$ cat config.mk
export PLATFORM = sky130hd
export DESIGN_NAME = alu_addsub_pipe
export DESIGN_NICKNAME = d
export VERILOG_FILES = /design/src/rtl/alu_addsub_pipe.sv
export SDC_FILE = /design/constraint.sdc
export NUM_CORES = 1
export LEC_CHECK = 0
export ABC_CLOCK_PERIOD_IN_PS = 3500
export BUFFER_PORTS_ARGS = -buffer_cell sky130_fd_sc_hd__buf_2
export CORE_MARGIN = 5
export CORE_UTILIZATION = 40
export DETAILED_ROUTE_END_ITERATION = 16
export GPL_ROUTABILITY_DRIVEN = 0
export PLACE_DENSITY_LB_ADDON = 0.25
export SLEW_MARGIN = 20
export SYNTH_ARGS = -nofsm -noshare
export SYNTH_HDL_FRONTEND = slang
export SYNTH_SLANG_ARGS = --single-unit
$ cat constraint.sdc
create_clock -name clk -period 3.5 [get_ports clk]
set_input_delay 0.175 -clock clk [delete_from_list [all_inputs] [get_ports clk]]
set_output_delay 0.175 -clock clk [all_outputs]
set_load 0.05 [all_outputs]
$ cat src/rtl/alu_addsub_pipe.sv
// alu_addsub_pipe: two-stage pipelined add/sub/compare unit with branch resolution and NZCV flags.
module alu_addsub_pipe #(
    parameter int WIDTH = 32
) (
    input  logic             clk,
    input  logic             rst,
    input  logic             flush,
    input  logic             in_valid,
    output logic             in_ready,
    input  logic             sub,
    input  logic             is_branch,
    input  logic [2:0]       funct3,
    input  logic [WIDTH-1:0] a,
    input  logic [WIDTH-1:0] b,
    output logic             out_valid,
    input  logic             out_ready,
    output logic [WIDTH-1:0] result,
    output logic             taken,
    output logic             illegal,
    output logic [3:0]       flags
);
    localparam int M = WIDTH - 1;
    logic         s1_valid, s1_c, s1_am, s1_bm, s1_br, s1_es;
    logic [M:0]   s1_diff;
    logic [2:0]   s1_f3;
    logic         s2_adv, s1_adv, accept, es;
    logic [WIDTH:0] s;
    logic         n, z, v, lts, ltu, is_cmp, cond;
    logic [M:0]   res_d;
    logic         taken_d, illegal_d;

    assign s2_adv   = !out_valid || out_ready;
    assign s1_adv   = !s1_valid || s2_adv;
    assign in_ready = !rst && !flush && s1_adv;
    assign accept   = in_valid && in_ready;
    assign es       = sub | is_branch;
    assign s        = {1'b0, a} + {1'b0, b ^ {WIDTH{es}}} + {{WIDTH{1'b0}}, es};

    always_ff @(posedge clk) begin
        if (rst || flush) s1_valid <= 1'b0;
        else if (s1_adv) s1_valid <= accept;
    end

    always_ff @(posedge clk) begin
        if (accept) begin
            s1_diff <= s[M:0];
            s1_c    <= s[WIDTH];
            s1_am   <= a[M];
            s1_bm   <= b[M];
            s1_f3   <= funct3;
            s1_br   <= is_branch;
            s1_es   <= es;
        end
    end

    assign n         = s1_diff[M];
    assign z         = s1_diff == '0;
    assign v         = (s1_am ^ s1_bm ^ ~s1_es) & (s1_am ^ s1_diff[M]);
    assign lts       = n ^ v;
    assign ltu       = ~s1_c;
    assign is_cmp    = s1_f3[2:1] == 2'b01;
    assign res_d     = (s1_es && !s1_br && is_cmp) ? {{M{1'b0}}, s1_f3[0] ? ltu : lts} : s1_diff;
    assign illegal_d = s1_br && is_cmp;
    // funct3[0] inverts the base condition selected by funct3[2:1]
    assign cond      = s1_f3[2] ? (s1_f3[1] ? ltu : lts) : z;
    assign taken_d   = s1_br && !is_cmp && (cond ^ s1_f3[0]);

    always_ff @(posedge clk) begin
        if (rst) begin
            out_valid <= 1'b0;
            result    <= '0;
            taken     <= 1'b0;
            illegal   <= 1'b0;
            flags     <= '0;
        end else begin
            if (flush) out_valid <= 1'b0;
            else if (s2_adv) out_valid <= s1_valid;
            if (!flush && s2_adv && s1_valid) begin
                result  <= res_d;
                taken   <= taken_d;
                illegal <= illegal_d;
                flags   <= {n, z, s1_c, v};
            end
        end
    end
endmodule

Yosys cells after proc, flatten, opt, wreduce, memory -nomap -nowiden
Index checks and enable logic that the tools add are counted.
- word-level logic and storage cells: 51
- output and inout port bits: 40
- bits in registers: 80
- reduce and logical (&&, ||, !) cells: 21
- mux-type cells: 4
- equality and inequality tests: 1
- add/subtract/negate cells: 2
- bitwise operators: 10
- operator list (kind ; number):
    32-bit by 32-bit adder with 33-bit output ; 1
    33-bit by 1-bit adder with 33-bit output ; 1
    32-bit zero test ; 1
    32-bit two-way mux ; 1
    32-bit XOR ; 1
    1-bit logical AND ; 10
    1-bit zero test ; 6
    1-bit XOR ; 5
    1-bit logical OR ; 3
    1-bit two-way mux ; 3
    2-bit by 1-bit equality test with 1-bit output (second input constant) ; 1
    1-bit NOT ; 2
    2-bit OR reduction ; 1
    1-bit bitwise AND ; 1
    1-bit bitwise OR ; 1

Longest topological paths before layout
Gate-level depths: netlist (run 1).
- depth after elaboration: 8
- mapped depth: 12

Worst setup path after synthesis (run 1)
Ideal clock, no wire load.
- path type: register -> register
- start point: reg out_valid
- end point: reg s1_am (enable)
- setup time: 401 ps
- data arrival time: 3097 ps
- stages on the path, launching flop included: 4
- period minus slack after synthesis: 3498 ps
- setup slack: 2 ps
- cells stage by stage: dfxtp_1 > nor2b_1 > a211oi_1 > and2_1
- longest elaborated chain between the ends: 5
- ends and longest elaborated chain (element ; line ; text):
    start, declared ; 15 ; output logic out_valid,
    start signal, assigned ; 77 ; else if (s2_adv) out_valid <= s1_valid;
    1-bit zero test ; 32 ; assign s2_adv = !out_valid || out_ready;
    1-bit logical OR ; 32 ;
    1-bit logical OR ; 33 ; assign s1_adv = !s1_valid || s2_adv;
    1-bit logical AND ; 34 ; assign in_ready = !rst && !flush && s1_adv;
    named net in_ready ; 9 ; output logic in_ready,
    1-bit logical AND ; 35 ; assign accept = in_valid && in_ready;
    named net accept ; 26 ; logic s2_adv, s1_adv, accept, es;
    end signal, assigned ; 48 ; s1_am <= a[M];
    end, declared ; 23 ; logic s1_valid, s1_c, s1_am, s1_bm, s1_br, s1_es;
The timed path passes the listed nets, and every way through them passes these cells.
A chain may end at the register's enable or synchronous reset.

Worst setup path after layout (run 1)
- start point: in is_branch
- end point: reg s1_c (data pin)
- longest elaborated chain between the ends: 4
- ends and longest elaborated chain (element ; line ; text):
    start, declared ; 11 ; input logic is_branch,
    1-bit bitwise OR (*) ; 36 ; assign es = sub | is_branch;
    32-bit XOR ; 37 ; assign s = {1'b0, a} + {1'b0, b ^ {WIDTH{es}}} + {{WIDTH{1'b0}}, es};
    32-bit by 32-bit adder with 33-bit output ; 37 ;
    33-bit by 1-bit adder with 33-bit output (*) ; 37 ;
    named net s[32] ; 27 ; logic [WIDTH:0] s;
    end signal, assigned ; 47 ; s1_c <= s[WIDTH];
    end, declared ; 23 ;
The timed path passes the listed nets; every way through them passes the cells marked *.

==> metrics.txt, run 1 <==
Worst Path Arrival 2.90 ns; residual DRC count 0; vias per cell 5.46; clock sinks 80; synthesis-to-layout area growth 20.2%; Max VDD drop 186 uV; post-synthesis compound-gate area fraction 21.0%; endpoint type of the worst setup path flip-flop; Critical Path Stages 12; Worst Slack Setup Final 0.650 ns; Num CTS Buffers 9; Yosys reg bits 80; reg-to-reg startpoint out_valid; outcome finished clean; Worst-path clk slew 0.06 ns; reg2reg path depth 6; final wirelength 12.2 mm; first-pass GRT wire length 20.1 mm; vias 4207; DIE HEIGHT 121 um; grt ovf 0; actual slew at the worst max-slew pin 0.932 ns; Total GRT Usage 16.9%; cell area after layout 5890 um^2; Layout fillers 1153; hold_ws 0.0199 ns; worst endpoint required time 3.55 ns; first-pass detailed-route iteration total 4; largest net degree at the start of global routing 42; WHS Path Cells 1; number of H-tree levels 3; leakage 2.41 nW; WL/cell 15.9 um; TritonCTS clock tree done; Avg Cell Area, Syn 9.47 um^2; initial antenna violation count 0; Final Net Count 727; max incr delay on CP 0.50 ns; CP max stage cell a211oi_1; HPWL Detailed 9.57 mm; row count 40; post-synthesis xor/xnor area fraction 10.4%; # diodes 0; Post-synth EDFFs 40; CP cell instances buf_2 > nor2_4 > buf_12 > xnor2_1 > ha_1 > a21oi_1 > a2bb2oi_1 > a21o_1 > a32oi_1 > and3b_1 > a211oi_1 > o21ai_0; Port Buffers 113; multi-input combinational cell area 2750 um^2; cell family with most CP delay compound AO/OA/AOI/OAI gates; fmax 0.351 GHz; RSZ-0062 raised after global routing false; clk root buf clkbuf_16; post-synth top area cell edfxtp_1; Post-CTS Setup Bufs 0; Post-synth top cells 61 x nor2_1, 48 x xnor2_1, 40 x dfxtp_1, 40 x edfxtp_1, 34 x ha_1; critical path peak fanout 31; period utilization 81.4%; synth unique cells 59; vias in the first global route 4123; clock skew 0.00522 ns; post-synthesis cell area 4900 um^2; Syn. warnings 0; Mapped Cells 517; Hold WC Path Type input pin to flip-flop; pwr dens 466 nW/um^2; ys flop type edfxtp_1; Worst Setup SP is_branch; final setup TNS 0 ns; latest clock arrival within the worst-skew pair 0.33 ns; pre-CTS setup slack 0.297 ns; max_slew headroom 37.8%; register area share after synthesis 40.9%; simple-gate share of the synthesized area 14.9%; Routed Antenna Nets 0; crit path kind input pin to flip-flop; final setup fails 0; adder-cell share of the synthesized area 9.09%; # resized after CTS 0; DRT iter0 DRCs 322; top-area cell type share of the netlist area 24.5%; FFs w/ async S/R, synth 0%; mux share of post-synthesis cell area 0.613%; Max-cap violations 0; most frequent cell after synthesis nor2_1; synth top area cells edfxtp_1 25%, dfxtp_1 16%, ha_1 8.7%, xnor2_1 8.6%, a22oi_1 4.8%; area of the die 14600 um^2; largest family of logic cells by synthesized area compound AO/OA/AOI/OAI gates; hold_buf cts 0; Post-DP Area 5590 um^2; Final Hold Fails 0; total power 2.75 mW; Hold Startpoint funct3[0]; fraction of layout cells with a size suffix above 1 22.2%; Startpoint Class input pin; DIE WIDTH 121 um; Synth Net Count 626; core area 12000 um^2; Reg area 2000 um^2; CP bufs+invs 2; initial core utilization 40.8%; clock tree buffer depth 2; Slew Viols, Final 0; num ports 114; crit path time final 2.85 ns
-- worst paths after layout --
kind	to	slack (ns)
setup / recovery	s1_c	0.65
hold / removal	s1_f3[0]	0.02
setup reg to reg	result[25]	1.10
hold reg to reg	taken	0.45
-- flip-flops by register name, summed over array words and instances (netlist names) --
register / count
flags: 4
result: 32
s1_bm: 1
s1_c: 1
s1_f3: 3
illegal: 1
s1_es: 1
s1_br: 1
s1_diff: 32
taken: 1
s1_valid: 1
s1_am: 1
out_valid: 1
-- logic make-up after synthesis --
kind of cell,count (synthesis)
flip-flops,80
buffers and inverters,41
XOR/XNOR,58
adder cells (fa/ha/maj),35
multiplexers,3
AO/OA/AOI/OAI,146
AND/OR/NAND/NOR,154
-- where the power goes --
| part | switching, mW | total [mW] | internal [mW] |
|---|---|---|---|
| registers | 0.0309 | 1.10 | 1.07 |
| logic | 0.443 | 0.751 | 0.308 |
| clock network | 0.341 | 0.897 | 0.556 |
| total | 0.814 | 2.75 | 1.93 |
-- area by class of cell --
cell class | instances | area share, %
clock inverter | 3 | 0.213
inverter | 16 | 1.02
tap | 147 | 3.12
multi-input combinational | 396 | 46.8
clock buffer | 13 | 4.78
sequential | 80 | 34.0
timing repair buffer | 115 | 10.1
-- stage by stage --
step	instances	util, %
finish	770	49.0
global route	770	49.0
CTS	770	49.0
detailed placement	754	46.6
global placement	754	46.6
floorplan	517	-
-- routing by layer --
layer  up-vias  wire length, um  share of wire (%)  global-route usage, %
met5         -                0                  0                      0
met4         0              136                1.1                   4.96
met3        11              584                4.8                   2.43
met2       102             5920                 48                   28.6
met1      1978             5610                 46                   22.5
li1       2116                -                  -                      -
-- cell usage in the layout, fill, tap and decap left out, types with 11 or more instances in the layout --
master,instances
a211oi_1,18
a21o_1,11
a21oi_1,27
a22oi_1,31
buf_2,113
dfxtp_1,40
edfxtp_1,40
ha_1,34
inv_1,16
nand2_1,33
nor2_1,59
o21ai_0,21
xnor2_1,48
(Power assumes the default switching activity.)
==> inputs of run 2 (changes only) <==
--- a/config.mk
+++ b/config.mk
@@ -5,7 +5,7 @@
 export SDC_FILE = /design/constraint.sdc
 export NUM_CORES = 1
 export LEC_CHECK = 0
-export ABC_CLOCK_PERIOD_IN_PS = 3500
+export ABC_CLOCK_PERIOD_IN_PS = 2700
 export BUFFER_PORTS_ARGS = -buffer_cell sky130_fd_sc_hd__buf_2
 export CORE_MARGIN = 5
 export CORE_UTILIZATION = 40
==> constraint.sdc (replaced) <==
create_clock -name clk -period 2.7 [get_ports clk]
set_input_delay 0.135 -clock clk [delete_from_list [all_inputs] [get_ports clk]]
set_output_delay 0.135 -clock clk [all_outputs]
set_load 0.05 [all_outputs]
==> run 2 against run 1 <==
Against the previous run:
- combinational power grew 56%
- hold slack gained 0.0039 ns
- critical path depth is the same
- setup slack lost 0.52 ns
- clock skew shrank 0.0012 ns
- utilization grew 5.3 points
- clock-buffer cell count shrank 2
- sequential cell count is the same
==> metrics.txt, run 2 (synthesis gave the netlist of run 1 again) <==
outcome finished clean; grt ovf 0 (unchanged); Worst-path clk slew 0.06 ns (about the same); Routed Antenna Nets 0 (unchanged); DIE HEIGHT 121 um (unchanged); Final Net Count 801 (+10%); vias per cell 5.28 (-3.3%); sequential share of power 37.0% (-3.0 points); hold endpoint s1_bm; WHS Path Cells 1 (unchanged); first-pass detailed-route iteration total 5 (+1); Top Registers result (32), s1_diff (32), flags (4); CP cell instances buf_2 > nor2_4 > buf_8 > xnor2_1 > ha_1 > a211oi_1 > nor2_1 > o22a_1 > a2111o_1 > a31o_1 > a311oi_2 > o221ai_1; largest net degree at the start of global routing 42 (unchanged); Final Hold Fails 0 (unchanged); actual slew at the worst max-slew pin 0.758 ns (-0.175 ns); residual DRC count 0 (unchanged); critical path peak fanout 11 (-65%); most common cell after layout, fill and taps aside buf_2; WL/cell 14.8 um (-6.8%); # diodes 0 (unchanged); Slew Viols, Final 0 (unchanged); clock tree buffer depth 2 (unchanged); Max VDD drop 255 uV (+37%); max incr delay on CP 0.44 ns (-0.06 ns); final wirelength 12.5 mm (+2.2%); Num CTS Buffers 9 (unchanged); post-layout util 54.3% (+5.3 points); switching power 1.10 mW (+35%); Gate power share 30.5% (+3.2 points); Max-cap violations 0 (unchanged); clk root buf clkbuf_16; DRT iter0 DRCs 252 (-22%); Total GRT Usage 17.2% (+0.30 points); reg2reg path depth 7 (+1); reg-to-reg startpoint s1_diff[14]; crit path time final 2.57 ns; core area 12000 um^2 (unchanged); number of H-tree levels 3 (unchanged); period utilization 95.0%; vias in the first global route 4307 (+4.5%); Post-CTS Setup Bufs 0 (unchanged); CP max stage cell a2111o_1; R2R Setup Slk 0.53 ns (-0.57 ns); Worst Slack Setup Final 0.134 ns (-0.516 ns); internal power 2.73 mW (+42%); Startpoint Class input pin; row count 40 (unchanged); final setup fails 0 (unchanged); worst endpoint required time 2.76 ns (-0.79 ns); Worst Path Arrival 2.62 ns (-0.28 ns); num ports 114 (unchanged); total power 3.84 mW (+40%); Worst R2R End taken; clock skew 0.00405 ns (-0.00118 ns); initial core utilization 40.8% (unchanged); area of the die 14600 um^2 (unchanged); initial antenna violation count 0 (unchanged); cell area after layout 6520 um^2 (+11%); Sw Share 28.7% (-0.93 points); fmax 0.390 GHz; clock power share 32.5% (-0.2 points); latest clock arrival within the worst-skew pair 0.33 ns (about the same); max_slew headroom 49.5% (+12 points); Port Buffers 113 (unchanged); crit path kind input pin to flip-flop; TritonCTS clock tree done; vias 4458 (+6.0%); Hold Startpoint b[31]; fraction of layout cells with a size suffix above 1 31.0% (+8.8 points); Hold WC Path Type input pin to flip-flop; HPWL Detailed 10.0 mm (+4.5%); Post-DP Area 6140 um^2 (+9.7%); DIE WIDTH 121 um (unchanged); first-pass GRT wire length 20.5 mm (+1.9%); commonest cells after routing, fill and taps aside 113 x buf_2, 69 x buf_4, 59 x nor2_1; pre-CTS setup slack -0.389 ns (-0.687 ns); leakage 2.79 nW (+16%); synthesis-to-layout area growth 33.1%; clock sinks 80 (unchanged); pwr dens 589 nW/um^2 (+26%); endpoint type of the worst setup path flip-flop
-- run 2: cell types whose count changed in the layout (fill, tap and decap cells not counted), sizes merged --
cell,previous run,this run
inv,16,17
buf,115,185
bufinv,0,1
dlygate4sd3,0,4
clkbuf,13,11
-- run 2: power by group through the flow --
stage	logic (mW)	clock network, mW	registers, mW
floorplan	0.678	0	1.48
global placement	1.13	0	1.44
finish	1.17	1.25	1.42
global route	1.30	1.33	1.43
detailed placement	1.15	0	1.45
CTS	1.17	1.28	1.42
-- run 2: critical path, delay by kind of cell --
| family | cells | cell delay [ns] |
|---|---|---|
| adders and majority gates | 1 | 0.27 |
| xor gates and xnor gates | 1 | 0.14 |
| AOI/OAI and AO/OA | 6 | 1.53 |
| and+or+nand+nor | 2 | 0.24 |
| buffers and inverters | 2 | 0.30 |
-- run 2: repair_timing --
action | 4_1_cts | 5_1_grt
setup endpoints to repair | 1 | 8
gates resized for setup | 1 | 6
pin swaps | 0 | 1
hold buffers | 4 | 0
endpoints found under the hold margin | 4 | 0
-- run 2: worst max path at each step --
| stage | startpoint | to | slack, ns | depth (start not counted) |
|---|---|---|---|---|
| final | is_branch | s1_diff[31] | 0.13 | 12 |
| after global routing | is_branch | s1_diff[31] | -0.0006 | 12 |
| after CTS | is_branch | s1_diff[31] | 0.05 | 12 |
| after floorplan | is_branch | s1_diff[31] | 0.04 | 11 |
| after global placement | is_branch | s1_c | -0.21 | 13 |
| after detailed placement | is_branch | s1_c | -0.39 | 13 |
-- run 2: metal layers --
metal / GRT usage (%) / up-vias / wire length, um
met5: 0 / - / 0
met4: 5.10 / 0 / 141
li1: - / 2262 / -
met2: 28.0 / 132 / 5840
met1: 23.5 / 2053 / 5940
met3: 2.85 / 11 / 593
-- run 2: per-stage QoR --
stage               instances  hold slack (ns)  setup TNS (ns)
finish                    844           0.0237               0
global route              844           0.0128       -0.000620
CTS                       844           0.0149               0
detailed placement        824            0.315           -2.86
global placement          824            0.315           -1.58
floorplan                 517            0.214               0
-- run 2: cell type report --
class	instances	area, um^2
clock buffer	11	264
clock inverter	5	51.3
fill	1118	5490
inverter	16	60.1
multi-input combinational	396	2780
sequential	80	2000
tap	147	184
timing repair buffer	189	1180
==> inputs of run 3 (changes only) <==
--- a/config.mk
+++ b/config.mk
@@ -5,7 +5,7 @@
 export SDC_FILE = /design/constraint.sdc
 export NUM_CORES = 1
 export LEC_CHECK = 0
-export ABC_CLOCK_PERIOD_IN_PS = 2700
+export ABC_CLOCK_PERIOD_IN_PS = 3100
 export BUFFER_PORTS_ARGS = -buffer_cell sky130_fd_sc_hd__buf_2
 export CORE_MARGIN = 5
 export CORE_UTILIZATION = 40
==> constraint.sdc (replaced) <==
create_clock -name clk -period 3.1 [get_ports clk]
set_input_delay 0.155 -clock clk [delete_from_list [all_inputs] [get_ports clk]]
set_output_delay 0.155 -clock clk [all_outputs]
set_load 0.05 [all_outputs]
==> run 3 against run 2 <==
Against the previous run:
- global-route usage decreased by 0.18 points
- die area unchanged
- combinational power decreased by 26%
- sequential cell count unchanged
- utilization decreased by 4.5 points
- critical path depth unchanged
- via count decreased by 5.2%
- cell count decreased by 7.3%
- non-clock buffer count decreased by 62
- routed wire length decreased by 2.7%
- register-to-register slack improved by 0.44 ns
- critical path type unchanged
==> metrics.txt, run 3 (synthesis gave the netlist of run 1 again) <==
max_slew headroom 50.8% (+1.3 points); Max VDD drop 210 uV (-18%); Hold WC Path Type input pin to flip-flop; hold endpoint s1_am; area of the die 14600 um^2 (unchanged); most common cell after layout, fill and taps aside buf_2; Worst Path Arrival 2.78 ns (+0.16 ns); Hold Startpoint a[31]; Slew Viols, Final 0 (unchanged); fmax 0.366 GHz; crit path time final 2.73 ns; DIE HEIGHT 121 um (unchanged); synthesis-to-layout area growth 22.1%; Critical Path Stages 12 (unchanged); CP max stage cell fa_1; # resized after CTS 0 (-1); period utilization 88.1%; Max-cap violations 0 (unchanged); Inst Count DP 763 (-7.4%); vias 4227 (-5.2%); number of H-tree levels 3 (unchanged); leakage 2.46 nW (-12%); clock skew 0.00730 ns (+0.00326 ns); CP bufs+invs 2 (unchanged); Num CTS Buffers 9 (unchanged); WL/cell 15.6 um (+5.0%); final setup fails 0 (unchanged); CP cell instances buf_2 > nor2_4 > xnor2_1 > inv_1 > fa_1 > nand2b_1 > a2111o_1 > a21o_1 > a32oi_1 > and3b_1 > a211oi_1 > mux2i_1; reg2reg path depth 7 (unchanged); reg-to-reg startpoint s1_diff[31]; Worst R2R End taken; critical path peak fanout 3 (-8); Layout fillers 1139 (+1.9%); grt ovf 0 (unchanged); endpoint type of the worst setup path flip-flop; clk root buf clkbuf_16; DIE WIDTH 121 um (unchanged); cell family with most CP delay compound AO/OA/AOI/OAI gates; Non-Filler Instances 782 (-7.3%); first-pass detailed-route iteration total 4 (-1); commonest cells after routing, fill and taps aside 113 x buf_2, 59 x nor2_1, 48 x xnor2_1; Post-CTS Setup Bufs 0 (unchanged); residual DRC count 0 (unchanged); Final Hold Fails 0 (unchanged); Worst Slack Setup Final 0.370 ns (+0.236 ns); RSZ-0062 raised after global routing false; Startpoint Class input pin; final wirelength 12.2 mm (-2.7%); num ports 114 (unchanged); clock tree buffer depth 2 (unchanged); core area 12000 um^2 (unchanged); Routed Antenna Nets 0 (unchanged); Final Net Count 739 (-7.7%); pwr dens 517 nW/um^2 (-12%); Port Buffers 113 (unchanged); first-pass GRT wire length 20.2 mm (-1.6%); WHS Path Cells 1 (unchanged); crit path kind input pin to flip-flop; latest clock arrival within the worst-skew pair 0.33 ns (about the same); largest net degree at the start of global routing 42 (unchanged); outcome finished clean; fraction of layout cells with a size suffix above 1 23.5% (-7.5 points); Total GRT Usage 17.0% (-0.18 points); vias in the first global route 4153 (-3.6%); row count 40 (unchanged); TritonCTS clock tree done; initial core utilization 40.8% (unchanged); max incr delay on CP 0.42 ns (-0.02 ns); final setup TNS 0 ns (unchanged); vias per cell 5.41 (+2.3%); actual slew at the worst max-slew pin 0.739 ns (-0.0189 ns); # diodes 0 (unchanged); Top Registers result (32), s1_diff (32), flags (4); R2R Setup Slk 0.97 ns (+0.44 ns); initial antenna violation count 0 (unchanged); HPWL Detailed 9.60 mm (-4.1%); clock sinks 80 (unchanged); worst endpoint required time 3.15 ns (+0.39 ns); Worst-path clk slew 0.05 ns (about the same); DRT iter0 DRCs 191 (-24%); total power 3.09 mW (-19%); pre-CTS setup slack 0.0610 ns (+0.450 ns)
-- run 3: area by class of cell --
| class | instances | area (um^2) | area share (%) |
|---|---|---|---|
| repair buffers | 127 | 691 | 11.5 |
| well taps | 147 | 184 | 3.07 |
| clock buffers | 14 | 274 | 4.58 |
| inverters | 16 | 60.1 | 1.00 |
| multi-input cells | 396 | 2760 | 46.1 |
| flip-flops and latches | 80 | 2000 | 33.5 |
| clock inverters | 2 | 12.5 | 0.209 |
-- run 3: stage by stage --
step / utilization [%] / cell area (um^2) / hold WS, ns
after global routing: 49.8 / 5980 / 0.0216
final: 49.8 / 5980 / 0.0414
after global placement: 47.2 / 5670 / 0.335
after detailed placement: 47.2 / 5670 / 0.334
after CTS: 49.8 / 5980 / 0.0200
after floorplan: - / 4900 / 0.234
-- run 3: timing repair --
item	CTS	global route
hold endpoints to repair	3	0
setup endpoints to repair	0	0
hold buffers	3	0
-- run 3: worst max-delay path by stage --
stage | slack, ns | startpoint | end
6_report | 0.37 | is_branch | s1_diff[30]
4_1_cts | 0.40 | is_branch | s1_c
3_5_place_dp | 0.06 | is_branch | s1_c
2_1_floorplan | 0.09 | is_branch | s1_diff[31]
3_3_place_gp | 0.11 | is_branch | s1_diff[29]
5_1_grt | 0.21 | is_branch | s1_c
-- run 3: power breakdown --
part	switching, mW	total, mW	internal (mW)
clock	0.381	0.988	0.607
combinational	0.504	0.868	0.364
sequential	0.0339	1.24	1.20
total	0.919	3.09	2.17
-- run 3: metal layers --
metal  track usage (%)  part of all wire, %  vias up
met5                 0                    0        -
met4              5.59                  1.4        0
met3              2.90                  4.3       15
met2              27.7                   47      115
met1              23.0                   47     1955
li1                  -                    -     2142
-- run 3: worst reg2reg max path: cells and delay by family, from the launching register on --
kind	cells	cell delay, ns
flip-flops	1	0.50
AO/OA/AOI/OAI	3	0.52
AND/OR/NAND/NOR	4	0.97
